`src/rtl/wt_cache_pkg.sv`:
```
// Shared types for the write-through data cache fence sequencing.
package wt_cache_pkg;

   typedef enum logic [2:0] {
      FENCE_IDLE,
      FENCE_STALL,
      FENCE_DRAIN,
      FENCE_FLUSH,
      FENCE_QUIESCE,
      FENCE_DONE
   } fence_state_e;

endpackage

```
`src/rtl/wt_dcache_fence_ctrl.sv`:
```
// Fence sequencer for the write-through data cache: stall, drain the write buffer,
// optionally flush, wait for idle, then pulse a single-cycle acknowledge.
module wt_dcache_fence_ctrl
   import wt_cache_pkg::*;
#(
   parameter int unsigned TimeoutCycles = 4096,
   parameter int unsigned SettleCycles  = 2
) (
   input  logic clk_i,
   input  logic rst_i,
   input  logic clr_i,
   input  logic fence_req_i,
   input  logic fence_inval_i,
   output logic fence_ack_o,
   output logic fence_err_o,
   output logic fence_busy_o,
   output logic dcache_stall_o,
   output logic dcache_flush_o,
   input  logic dcache_flush_ack_i,
   input  logic dcache_wbuffer_empty_i,
   input  logic dcache_busy_i
);

   localparam int unsigned TmoW = $clog2(TimeoutCycles + 1);
   localparam int unsigned SetW = $clog2(SettleCycles + 1);
   localparam logic [TmoW-1:0] TmoLast = TmoW'(TimeoutCycles - 1);
   localparam logic [TmoW-1:0] TmoMax  = TmoW'(TimeoutCycles);
   localparam logic [SetW-1:0] SetLast = SetW'(SettleCycles - 1);

   fence_state_e    r_state, w_state_next;
   logic [SetW-1:0] r_settle, w_settle_next;
   logic [TmoW-1:0] r_tmo, w_tmo_next;
   logic            r_inval, w_inval_next;
   logic            r_err, w_err_next;
   logic            w_tmo_hit;

   always_ff @(posedge clk_i or posedge rst_i) begin
      if (rst_i) begin
         r_state  <= FENCE_IDLE;
         r_settle <= '0;
         r_tmo    <= '0;
         r_inval  <= 1'b0;
         r_err    <= 1'b0;
      end else if (clr_i) begin
         r_state  <= FENCE_IDLE;
         r_settle <= '0;
         r_tmo    <= '0;
         r_inval  <= 1'b0;
         r_err    <= 1'b0;
      end else begin
         r_state  <= w_state_next;
         r_settle <= w_settle_next;
         r_tmo    <= w_tmo_next;
         r_inval  <= w_inval_next;
         r_err    <= w_err_next;
      end
   end

   // The current cycle is the last one allowed before an abort.
   assign w_tmo_hit = (r_tmo == TmoLast);

   always_comb begin
      w_state_next  = r_state;
      w_settle_next = r_settle;
      w_tmo_next    = r_tmo;
      w_inval_next  = r_inval;
      w_err_next    = r_err;
      case (r_state)
         FENCE_IDLE: begin
            if (fence_req_i) begin
               w_state_next = FENCE_STALL;
               w_inval_next = fence_inval_i;
               w_err_next   = 1'b0;
            end
         end
         FENCE_STALL: begin
            if (r_settle == SetLast) w_state_next = FENCE_DRAIN;
            else                     w_settle_next = r_settle + SetW'(1);
         end
         FENCE_DRAIN: begin
            if (dcache_wbuffer_empty_i) begin
               w_state_next = r_inval ? FENCE_FLUSH : FENCE_QUIESCE;
            end else if (w_tmo_hit) begin
               w_err_next   = 1'b1;
               w_state_next = FENCE_DONE;
            end
         end
         FENCE_FLUSH: begin
            if (dcache_flush_ack_i) w_state_next = FENCE_QUIESCE;
         end
         FENCE_QUIESCE: begin
            if (!dcache_busy_i) begin
               w_state_next = FENCE_DONE;
            end else if (w_tmo_hit) begin
               w_err_next   = 1'b1;
               w_state_next = FENCE_DONE;
            end
         end
         FENCE_DONE:    w_state_next = FENCE_IDLE;
         default:       w_state_next = FENCE_IDLE;
      endcase

      // Both counters restart on every state entry; the timeout one saturates.
      if (w_state_next != r_state) begin
         w_settle_next = '0;
         w_tmo_next    = '0;
      end else if ((r_state == FENCE_DRAIN || r_state == FENCE_QUIESCE) && r_tmo != TmoMax) begin
         w_tmo_next = r_tmo + TmoW'(1);
      end
   end

   assign fence_busy_o   = (r_state != FENCE_IDLE);
   assign dcache_stall_o = (r_state != FENCE_IDLE);
   assign dcache_flush_o = (r_state == FENCE_FLUSH);
   assign fence_ack_o    = (r_state == FENCE_DONE);
   assign fence_err_o    = (r_state == FENCE_DONE) && r_err;

endmodule

```
`config.mk`:
```
export PLATFORM = sky130hd
export DESIGN_NAME = wt_dcache_fence_ctrl
export DESIGN_NICKNAME = d
export VERILOG_FILES = /design/src/rtl/wt_cache_pkg.sv /design/src/rtl/wt_dcache_fence_ctrl.sv
export SDC_FILE = /design/constraint.sdc
export NUM_CORES = 1
export LEC_CHECK = 0
export BUFFER_PORTS_ARGS = -buffer_cell sky130_fd_sc_hd__clkbuf_2
export CAP_MARGIN = 40
export CORE_AREA = 2 2 55 57
export DETAILED_ROUTE_END_ITERATION = 10
export DIE_AREA = 0 0 57 59
export HOLD_SLACK_MARGIN = 0.02
export PLACE_DENSITY = 0.67
export SLEW_MARGIN = 15
export SYNTH_ARGS = -nofsm -noshare
export SYNTH_HDL_FRONTEND = slang
export SYNTH_SLANG_ARGS = --single-unit
```
`constraint.sdc`:
```
create_clock -name clk_i -period 3.5 [get_ports clk_i]
set_input_delay 0.7 -clock clk_i [delete_from_list [all_inputs] [get_ports clk_i]]
set_output_delay 0.7 -clock clk_i [all_outputs]
set_load 0.01 [all_outputs]
```
; Word-level counts from Yosys, hierarchy flattened
; Index checks and enable logic that the tools add are counted.
[totals]
word_cells = 58
reg_bits = 20
[op_classes]
mux = 25
eq_ne = 13
addsub = 2
reduce_logical = 13
[op_table]
columns = cell, count
row1 = 13-bit two-way mux, 3
row2 = 3-bit two-way mux, 8
row3 = 3-bit case mux with 5 select lines, 1
row4 = 13-bit by 1-bit adder with 13-bit output (second input constant), 1
row5 = 13-bit by 12-bit equality test with 1-bit output (second input constant), 1
row6 = 13-bit != test (second input constant), 1
row7 = 3-bit != test (second input constant), 3
row8 = 3-bit nonzero test, 3
row9 = 1-bit two-way mux, 8
row10 = 2-bit two-way mux, 4
row11 = 3-bit by 2-bit equality test with 1-bit output (second input constant), 2
row12 = 3-bit equality test (second input constant), 2
row13 = 2-bit AND reduction, 2
row14 = 4-bit AND reduction, 1
row15 = 2-bit nonzero test, 2
row16 = 4-bit nonzero test, 1
row17 = 3-bit by 1-bit equality test with 1-bit output (second input constant), 1
row18 = 3-bit zero test, 1
row19 = 3-bit by 2-bit != test with 1-bit output (second input constant), 1
row20 = 3-bit != test, 1
row21 = 1-bit case mux with 3 select lines, 1
row22 = 2-bit by 1-bit adder with 2-bit output (second input constant), 1
row23 = 2-bit by 1-bit equality test with 1-bit output (second input constant), 1
row24 = 1-bit logical AND, 2
row25 = 1-bit logical OR, 1

; Longest topological paths before layout
[depth]
depth_word = 7
mapped_depth = 8

; Worst setup path before layout
; No wires, ideal clock.
[synth_path]
kind = reg2reg
startpoint = register r_settle[0]
endpoint = register r_tmo[0]
n_path_buf = 1
synth_period_minus_slack_ns = 1.893
stages_incl_launch_ff = 7
arrival_ns = 1.812
path_slack_ns = 1.607
required_ns = 3.420
path_cell_list = dfrtp_1 > ha_1 > nor2b_2 > a2111o_1 > a221o_2 > buf_6 > nor3_2
[synth_via]
elab_chain_cells = 6
elab_cells_between_ends = 7
classes_between = 2 x eq/ne / 4 x mux / 1 x reduce/logical
[synth_rtl]
columns = element, line_no
row1 = start: declaration, wt_dcache_fence_ctrl.sv:31  ; logic [SetW-1:0] r_settle, w_settle_next;
row2 = start signal: assignment, wt_dcache_fence_ctrl.sv:52  ; r_settle <= w_settle_next;
row3 = 2-bit by 1-bit equality test with 1-bit output (*), wt_dcache_fence_ctrl.sv:77  ; if (r_settle == SetLast) w_state_next = FENCE_DRAIN;
row4 = 3-bit two-way mux (*), wt_dcache_fence_ctrl.sv:77
row5 = 3-bit case mux with 5 select lines (*), wt_dcache_fence_ctrl.sv:68  ; case (r_state)
row6 = 3-bit != test (*), wt_dcache_fence_ctrl.sv:104  ; if (w_state_next != r_state) begin
row7 = 13-bit two-way mux, wt_dcache_fence_ctrl.sv:104
row8 = 13-bit two-way mux, wt_dcache_fence_ctrl.sv:44  ; end else if (clr_i) begin
row9 = end signal: assignment, wt_dcache_fence_ctrl.sv:53  ; r_tmo <= w_tmo_next;
row10 = end: declaration, wt_dcache_fence_ctrl.sv:32  ; logic [TmoW-1:0] r_tmo, w_tmo_next;
; Mark *: on every way between the ends. The rest lies on a longest branch, timed or not.
; A chain may end at the register's enable or synchronous reset.

; Final worst setup path
[layout_path]
startpoint = register r_state[0]
endpoint = output port dcache_flush_o
[layout_via]
elab_chain_cells = 1
[layout_rtl]
columns = element, line_no
row1 = start: declaration, wt_dcache_fence_ctrl.sv:30  ; fence_state_e r_state, w_state_next;
row2 = start signal: assignment, wt_dcache_fence_ctrl.sv:51  ; r_state <= w_state_next;
row3 = 3-bit by 2-bit equality test with 1-bit output, wt_dcache_fence_ctrl.sv:114  ; assign dcache_flush_o = (r_state == FENCE_FLUSH);
row4 = end: declaration, wt_dcache_fence_ctrl.sv:18  ; output logic dcache_flush_o,
; Every way passes these cells.

==> results.txt <==
The final number of hold-violating endpoints came out at 0. The maximum number of pins on one net before global-route repair is 21. In this run the tightest slew margin relative to its limit is 48.1%. A synthesized cell averages approximately 9.7 um^2. The critical path crosses 3 cells after its start point.

The total power is 0.497 mW. TritonCTS built the clock tree. The maximum level of the CTS H-tree is 1. The final critical-path required period is 2280 ps. The post-route core utilization is 53.5%. The wire length of the first global-routing pass came out at 4640 um. Global routing consumed, over all layers together, ~18% of the routing resources. The detail route stage leaves a number of antenna-violating nets equal to 0. On the critical path the largest part of the delay comes from flip-flops.

The post-cts repair resize count came out at 0. Counting cells, the worst reg-to-reg path comes to 5. The buffers plus inverters on the worst setup path came out at 2. The per-cell routed wire length is about 16 um.

The synthesized netlist occupies a cell area of 1340 um^2. The arrival time at the worst endpoint is 1580 ps. Setup repair after global routing left no endpoint under its margin.

Leaving out fill and tap cells, the most frequent cells in the layout are dfrtp_1 (20), clkbuf_2 (12), nor3_2 (10), xor2_1 (10). The initial utilization of the core area, before any placement, comes to 49.4%. The area growth from synthesis to layout is 8.42%.

The number of DRC markers in iteration 0 came out at 38. The category of the most critical setup path is flop to output port. The hold slack is around 490 ps. The post-detailed-route via-to-cell ratio is 6.03. In this run the worst hold path is classified as input pin to asynchronous set/reset pin. The sequential cell area fraction in the yosys report is 37.4%.

After clock tree synthesis, the clock-pin slew on the worst setup and hold paths is 130 ps. The count of filler cells inserted in the layout came out at ~240. The synthesized netlist net count came out at 149. The number of port buffers came out at 12. Setup violations remaining at the end of the flow were counted as 0. The clock skew is 9.90 ps. The number of hold buffers added after CTS was 0.

Timing would allow up to 438 MHz. In this run the post-CTS setup repair buffer count came out at 0. The die boundary height is approximately 59 um. In the final timing run, aggregate negative setup slack is 0 ps. The nature of the critical path endpoint is an output port. The number of rows created at floorplan is 19. No sink is reached through more buffers than the 2 on the longest clock path. The die is 57 um wide. The clock latency on the worst-skew pair is approximately 310 ps.

The number of pins exceeding their max-slew limit in the final report is 0. The routed design has about 2800 um of wire. The floorplan die area is 3360 um^2.

The post-route netlist has a little under a quarter of its cells at a drive strength greater than 1. The transition time at the pin with the least slew margin is ~780 ps. The floorplan core area came out at 2710 um^2.

The count of inserted antenna diode cells is 0. The number of flip-flops and latches in the synthesized netlist is 20. The via count is 1080. The cell at the slowest stage of the critical path is dfrtp_1. The number of max-cap violations is 0. The total clock sinks is 20.

The analysis attributes to cell leakage a power of 0.613 nW. The leftover overflow at the end of global routing came out at 0. The global placement routability congestion is 0.831. The number of antenna violations at the first check in global routing is 0. The tree is rooted in a clkbuf_4. Counting the buffers created by CTS gives 3. During synthesis, Yosys emitted a total of 0 warnings. The number of global-route vias before repair is 1052. The count of boundary I/O pins is 13. On the worst path, the slowest cell contributes a delay of 650 ps. The detailed-route DRC error count is 0. Leaving out fill and tap cells, the most frequent cell in the layout is dfrtp_1. The run finished with clean final reports. The worst vdd rail ir drop is around 240 uV. Of the available clock period, the critical path in the final layout requires 65.3%.

The critical path required time is around 2800 ps. The distinct cell type count after synthesis is 40. The largest driver fanout on the critical path is 15. Traced cell by cell, the critical path runs through inv_1 -> nor3b_1 -> clkbuf_2. Power spread over the standard cell area amounts to 343 nW/um^2.

The first-pass detailed-route iteration total came out at 4. The worst setup path is launched from a flop. The number of nets in the layout is between 150 and 200. The detailed placer's ending HPWL is 1940 um. The synthesized instance count came out at 138.
[per-stage QoR]
step                      cell area, um^2  std cells  worst slack [ps]
after floorplan                      1340        138              1610
after global placement               1400        175              1340
after detailed placement             1400        175              1270
after CTS                            1450        179              1220
after global routing                 1450        179              1090
final                                1450        179              1220
[final timing paths]
path	from	end	slack [ps]
min reg2reg	r_settle[0]	r_settle[0]	600
max	r_state[0]	dcache_flush_o	1220
min	rst_i	r_tmo[10]	490
min in group clk_i	r_settle[0]	r_settle[0]	600
max in group asynchronous	rst_i	r_state[0]	2520
max reg2reg	r_settle[0]	r_settle[1]	1360
[power breakdown]
part / total [mW] / internal, mW / leakage, nW / switching [mW]
Clock: 0.193 / 0.116 / 0.0279 / 0.0770
Combinational: 0.0600 / 0.0225 / 0.308 / 0.0376
Sequential: 0.244 / 0.235 / 0.277 / 0.00902
[kinds of logic (layout without fill, tap and decap cells)]
| family | Yosys count | in the layout | share of synthesized area (%) |
|---|---|---|---|
| and+or+nand+nor | 65 | 65 | 32.0 |
| DFF | 20 | 20 | 37.4 |
| AOI/OAI and AO/OA | 18 | 18 | 9.73 |
| xor gates and xnor gates | 14 | 14 | 9.17 |
| buffers and inverters | 13 | 23 | 4.86 |
| muxes | 5 | 5 | 4.02 |
| adders and majority gates | 3 | 3 | 2.81 |
[area by class of cell]
class | count | area [um^2] | area share (%)
repair buffers | 12 | 60.1 | 4.14
well taps | 31 | 38.8 | 2.67
flip-flops and latches | 20 | 500 | 34.5
clock inverters | 1 | 30.0 | 2.07
multi-input cells | 105 | 772 | 53.2
clock buffers | 3 | 22.5 | 1.55
inverters | 7 | 26.3 | 1.81
[layer usage]
layer	part of all wire (%)	track usage [%]
met5	0	0
met3	3.3	1.97
met4	1.6	5.98
met1	48	24.1
met2	47	29.4
[synthesized netlist by cell type]
library cell,n,share of area (%)
nor2b_2,1,0.65
mux2_2,3,2.5
a2111oi_2,1,1.1
nor3b_1,1,0.56
o21a_1,1,0.56
a2bb2oi_1,1,0.65
nand2_1,7,2.0
nand3_1,5,1.9
buf_2,1,0.37
nor4_1,2,0.94
o22ai_1,1,0.47
a2111o_1,1,0.84
buf_4,2,1.1
mux2i_1,2,1.5
a21oi_1,3,1.1
buf_6,1,0.84
nor4b_2,1,1.1
ha_1,3,2.8
xor2_1,10,6.5
nand4_1,8,3.7
clkbuf_1,2,0.56
or3_1,2,0.94
or2b_1,1,0.56
nor4_4,1,1.6
nor3_2,10,7.5
o21ai_0,4,1.5
dfrtp_1,20,37
inv_1,7,2.0
nor3_1,5,1.9
a221o_2,1,0.84
and2_1,1,0.47
a211oi_1,1,0.56
nor2_1,8,2.2
nor4b_1,2,1.3
nor2b_1,4,1.9
o221ai_1,1,0.65
nand2b_1,2,0.94
a31oi_1,3,1.4
xnor2_1,4,2.6
and3_1,4,1.9
[state kept, by name (all words and copies together), names as in the netlist]
name and count:
r_inval 1, r_state 3, r_tmo 13, r_settle 2
r_err 1
(Power assumes the default switching activity.)
